File: config.mk
export PLATFORM = sky130hd
export DESIGN_NAME = sr_drive_ctrl
export DESIGN_NICKNAME = d
export VERILOG_FILES = /design/src/rtl/sr_drive_ctrl.sv
export SDC_FILE = /design/constraint.sdc
export NUM_CORES = 1
export LEC_CHECK = 0
export BUFFER_PORTS_ARGS = -buffer_cell sky130_fd_sc_hd__buf_2
export CAP_MARGIN = 20
export CORE_MARGIN = 10
export CORE_UTILIZATION = 38
export CTS_CLUSTER_DIAMETER = 150
export DETAILED_ROUTE_END_ITERATION = 7
export GPL_ROUTABILITY_DRIVEN = 0
export PLACE_DENSITY = 0.55
export RECOVER_POWER = 50
export SLEW_MARGIN = 20
export SYNTH_ARGS = -nofsm -noshare
export SYNTH_HDL_FRONTEND = slang
export SYNTH_SLANG_ARGS = --single-unit
File: constraint.sdc
create_clock -name clk -period 1.9 [get_ports clk]
set_input_delay 0 -clock clk [delete_from_list [all_inputs] [get_ports clk]]
set_output_delay 0 -clock clk [all_outputs]
set_load 0.01 [all_outputs]
File: src/rtl/sr_drive_ctrl.sv
// Set/clear sequencer for an SR flop: fixed-width s/r pulses, q check, then gap; PULSE_CYCLES+2+GAP_CYCLES per command.
// cmd_ready is high only in IDLE; redundant commands retire in one cycle with no pulse.
module sr_drive_ctrl #(
    parameter int PULSE_CYCLES   = 2,
    parameter int GAP_CYCLES     = 1,
    parameter bit SKIP_REDUNDANT = 1'b1
) (
    input  logic       clk,
    input  logic       rst,
    input  logic       cmd_valid,
    input  logic       cmd_op,
    output logic       cmd_ready,
    output logic       s,
    output logic       r,
    input  logic       q_fb,
    output logic       exp_q,
    output logic       busy,
    output logic       err_mismatch,
    output logic [7:0] cmd_count
);

    localparam int PW = $clog2(PULSE_CYCLES + 1);
    localparam int GW = (GAP_CYCLES > 0) ? $clog2(GAP_CYCLES + 1) : 1;

    typedef enum logic [2:0] {
        ST_INIT,
        ST_IDLE,
        ST_PULSE,
        ST_CHECK,
        ST_GAP
    } state_t;

    state_t          state_q, state_d;
    logic [PW-1:0]   pcnt_q, pcnt_d;
    logic [GW-1:0]   gcnt_q, gcnt_d;
    logic            op_q, op_d;
    logic            s_q, s_d;
    logic            r_q, r_d;
    logic            expst_q, expst_d;
    logic            err_q, err_d;
    logic [7:0]      count_q, count_d;
    logic            hs;

    assign cmd_ready    = (state_q == ST_IDLE) && !rst;
    assign hs           = cmd_valid && cmd_ready;
    assign busy         = (state_q != ST_IDLE);
    assign s            = s_q;
    assign r            = r_q;
    assign exp_q        = expst_q;
    assign err_mismatch = err_q;
    assign cmd_count    = count_q;

    // s/r are registered from the next-state decision, so a pulse starts the cycle after the handshake.
    always_comb begin
        state_d = state_q;
        pcnt_d  = pcnt_q;
        gcnt_d  = gcnt_q;
        op_d    = op_q;
        s_d     = 1'b0;
        r_d     = 1'b0;
        expst_d = expst_q;
        err_d   = err_q;
        count_d = count_q;
        case (state_q)
            ST_INIT: begin
                if (pcnt_q == PW'(PULSE_CYCLES)) begin
                    state_d = ST_CHECK;
                    pcnt_d  = '0;
                    expst_d = 1'b0;
                end else begin
                    pcnt_d = pcnt_q + PW'(1);
                    r_d    = 1'b1;
                end
            end
            ST_IDLE: begin
                if (hs) begin
                    count_d = count_q + 8'd1;
                    if (!(SKIP_REDUNDANT && (cmd_op == expst_q))) begin
                        op_d    = cmd_op;
                        state_d = ST_PULSE;
                        pcnt_d  = PW'(1);
                        s_d     = cmd_op;
                        r_d     = !cmd_op;
                    end
                end
            end
            ST_PULSE: begin
                if (pcnt_q == PW'(PULSE_CYCLES)) begin
                    state_d = ST_CHECK;
                    pcnt_d  = '0;
                    expst_d = op_q;
                end else begin
                    pcnt_d = pcnt_q + PW'(1);
                    s_d    = op_q;
                    r_d    = !op_q;
                end
            end
            ST_CHECK: begin
                if (q_fb != expst_q) begin
                    err_d = 1'b1;
                end
                if (GAP_CYCLES == 0) begin
                    state_d = ST_IDLE;
                end else begin
                    state_d = ST_GAP;
                    gcnt_d  = GW'(1);
                end
            end
            ST_GAP: begin
                if (gcnt_q == GW'(GAP_CYCLES)) begin
                    state_d = ST_IDLE;
                    gcnt_d  = '0;
                end else begin
                    gcnt_d = gcnt_q + GW'(1);
                end
            end
            default: state_d = ST_INIT;
        endcase
    end

    always_ff @(posedge clk) begin
        if (rst) begin
            state_q <= ST_INIT;
            pcnt_q  <= '0;
            gcnt_q  <= '0;
            op_q    <= 1'b0;
            s_q     <= 1'b0;
            r_q     <= 1'b0;
            expst_q <= 1'b0;
            err_q   <= 1'b0;
            count_q <= '0;
        end else begin
            state_q <= state_d;
            pcnt_q  <= pcnt_d;
            gcnt_q  <= gcnt_d;
            op_q    <= op_d;
            s_q     <= s_d;
            r_q     <= r_d;
            expst_q <= expst_d;
            err_q   <= err_d;
            count_q <= count_d;
        end
    end

endmodule

==> results.md <==
- Status: finished, final reports clean
- Tmin final: 1.53 ns
- Crit path kind: register to register
- Worst hold path class: input pin to register
- CP Capture Type: register
- Synth Cell Area: 977 um2
- Slew HR: 0.647
- Critical path arrival: 1.79 ns
- Skew final: 0.00293 ns
- FF-to-FF End: pcnt_q[0]$_SDFFE_PP0P_
- Detailed placement HPWL: 1590 um
- Clock power frac: 0.201
- CP Launch Type: register
- Maximum vdd drop: 0.488 mV
- Largest cells by area after synthesis: dfxtp_1 (39%), a21oi_1 (6.7%), ha_1 (3.8%), nand2_1 (3.5%), inv_1 (2.7%)
- Share of post-route cells with drive strength above 1: 0.144
- Seq pwr share: 0.456
- Register-to-register setup slack: 0.37 ns
- CP Launch Point: exp_q$_SDFFE_PP0P_
- Post-CTS sizing: 0
- Comb power frac: 0.344
- Pre-antenna DRT Iters: 4
- CP Capture Point: pcnt_q[0]$_SDFFE_PP0P_
- Worst-Skew Late Latency: 0.30 ns
- Max Fclk: between 0.6 and 0.7 GHz
- Final Max Slew Viols: 0
- Vias: 888
- Antenna violations before repair: 0
- First-pass GRT wire length: 3660 um
- # DRC: 0
- Commonest non-fill, non-tap cell in the layout: dfxtp_1
- Final setup TNS: 0 ns
- Critical path peak fanout: 4
- Net count after synthesis: 121
- Die height: between 70 and 80 um
- Worst reg2reg path startpoint: exp_q$_SDFFE_PP0P_
- YS warnings: 0
- Hold Path Depth: 4
- RSZ-0062 raised after global routing: no
- Final worst path period share: 0.808
- Largest net degree at the start of global routing: 22
- Gr usage total: 0.0851
- Synth area leader: dfxtp_1
- Commonest cells after routing, fill and taps aside: dfxtp_1 (19), a21oi_1 (13), clkbuf_1 (12), nand2_1 (9)
- Clock sink count: 19
- Yosys reg bits: 19
- Sw Ratio: 0.349
- Die ar.: 5000 um2
- Worst slew pin tran: 0.522 ns
- PortBufs: 18
- Core Area: approximately 2500 um2
- NetSw: approximately 380 uW
- Die X: 70.7 um
- Clock tree buffer depth: 2
- Pwr dens: 968 nW/um2
- Wire per inst: 13.4 um
- Synth unique cells: between 40 and 50
- Hold-fix buffers, CTS: 0
- CTS tree: done
- Data required, critical path: 2.16 ns
- Vias in the first global route: about 850
- Worst r2r path cells: 4
- ANT nets after route: 0
- Internal Power: 701 uW
- Leakage: around 0.0004 uW
- Area occupied by multi-input gates: 536 um2
- GR Overflow Total: 0
- CTS Buf Count: 3
- # nets final: approximately 140
- Worst-path clk slew: 0.12 ns
- Mean Syn Cell Area: 8.65 um2
- Drt total wl: 2170 um
- Post-CTS Setup Bufs: 0
- Max-cap viol count: 0
- CTS root buffer: clkbuf_4
- Fillers: 269
- Vias per inst: 5.48
- Seq. cell area: 380 um2
- Final Worst Setup Slack: 0.366 ns
- Initial core utilization: 0.398
- H-tree Lvls: 1
- 1st-iter DRT viols: 39
- Area delta synth->final: 13.8%
- N_diodes: 0
- Synth Instances: between 100 and 150
- Fin. Hold Viols: 0
- Io pins: 19
- Final setup viols: 0
- Num rows: 18
- Yosys top cell area share: 0.389
- Pre-CTS setup slack: 0.387 ns
- Sequential fraction of the synthesis area: 0.389
[power by group through the flow]
stage | Sequential (uW) | Clock [uW] | Combinational, uW
5_1_grt | 501 | 238 | 414
4_1_cts | 491 | 220 | 378
3_5_place_dp | 500 | 0 | 374
6_report | 491 | 216 | 370
3_3_place_gp | 497 | 0 | 376
2_1_floorplan | 503 | 0 | 278
[flip-flops by register name, summed over array words and instances, names as in the netlist]
register	flops
cmd_count	8
err_mismatch	1
exp_q	1
gcnt_q	1
op_q	1
pcnt_q	2
r	1
s	1
state_q	3
[Yosys cell counts]
master	count
a21oi_1	13
o221a_2	1
a31oi_1	1
nand2b_1	2
or4b_1	1
or3b_4	1
dfxtp_1	19
or4_1	3
buf_2	1
mux2i_1	1
a21o_1	1
a2111oi_0	1
a41oi_1	1
nand4_1	2
nand3b_1	1
and2_1	1
a211o_1	1
and4bb_2	1
nand3_1	2
nor3b_1	1
xor2_1	1
inv_1	7
a32oi_1	1
o21ai_0	4
nand4bb_1	1
nand4b_1	1
or3b_2	1
or3_1	3
nor4b_1	2
nand2_1	9
mux2_2	2
xnor2_1	2
buf_4	2
nor4_1	1
a21boi_0	1
o31ai_1	2
ha_1	3
nor2_1	7
nor2b_1	2
o21a_1	2
clkbuf_1	4
[how the worst min path moves through the flow]
stage,startpoint,end
floorplan,cmd_op,op_q$_SDFFE_PP0P_
global placement,q_fb,err_mismatch$_SDFFE_PP0P_
detailed placement,q_fb,err_mismatch$_SDFFE_PP0P_
CTS,q_fb,err_mismatch$_SDFFE_PP0P_
global route,q_fb,err_mismatch$_SDFFE_PP0P_
finish,q_fb,err_mismatch$_SDFFE_PP0P_
[through the flow]
step / total power, uW / util / instances / hold slack [ns] / instance area (um2)
2_1_floorplan: 781 / - / 113 / 0.238 / 977
3_3_place_gp: 873 / 0.448 / 158 / 0.369 / 1100
3_5_place_dp: 874 / 0.448 / 158 / 0.366 / 1100
4_1_cts: 1090 / 0.459 / 162 / 0.0498 / 1130
5_1_grt: 1150 / 0.453 / 162 / 0.0661 / 1110
6_report: 1080 / 0.453 / 162 / 0.0394 / 1110
[cell families (layout without fill, tap and decap cells)]
| family | after synthesis | in the layout | synth area share |
|---|---|---|---|
| XOR/XNOR | 3 | 3 | 0.0269 |
| flip-flops | 19 | 19 | 0.389 |
| AO/OA/AOI/OAI | 29 | 29 | 0.187 |
| adder cells (fa/ha/maj) | 3 | 3 | 0.0384 |
| AND/OR/NAND/NOR | 42 | 42 | 0.262 |
| multiplexers | 3 | 3 | 0.0333 |
| buffers and inverters | 14 | 33 | 0.0627 |
[cell type report]
class / count / area share
Sequential cell: 19 / 0.342
Inverter: 7 / 0.0236
Multi-Input combinational cell: 80 / 0.481
Clock buffer: 3 / 0.0202
Timing Repair Buffer: 22 / 0.0945
Clock inverter: 1 / 0.00450
Tap cell: 30 / 0.0337
[metal layers]
metal  global-route usage  part of all wire  vias up
met1                0.110              0.51      412
met2                0.126              0.41       27
met4               0.0323            0.0060        0
li1                     -                 -      447
met5                    0                 0        -
met3               0.0293             0.072        2
[critical path, stage by stage, from the launching register on]
cell     delay [ns]
dfxtp_1        0.40
ha_1           0.25
or4b_1         0.49
a21oi_1        0.16
o221a_2        0.19
No activity file was read; power rests on OpenSTA's default activity.
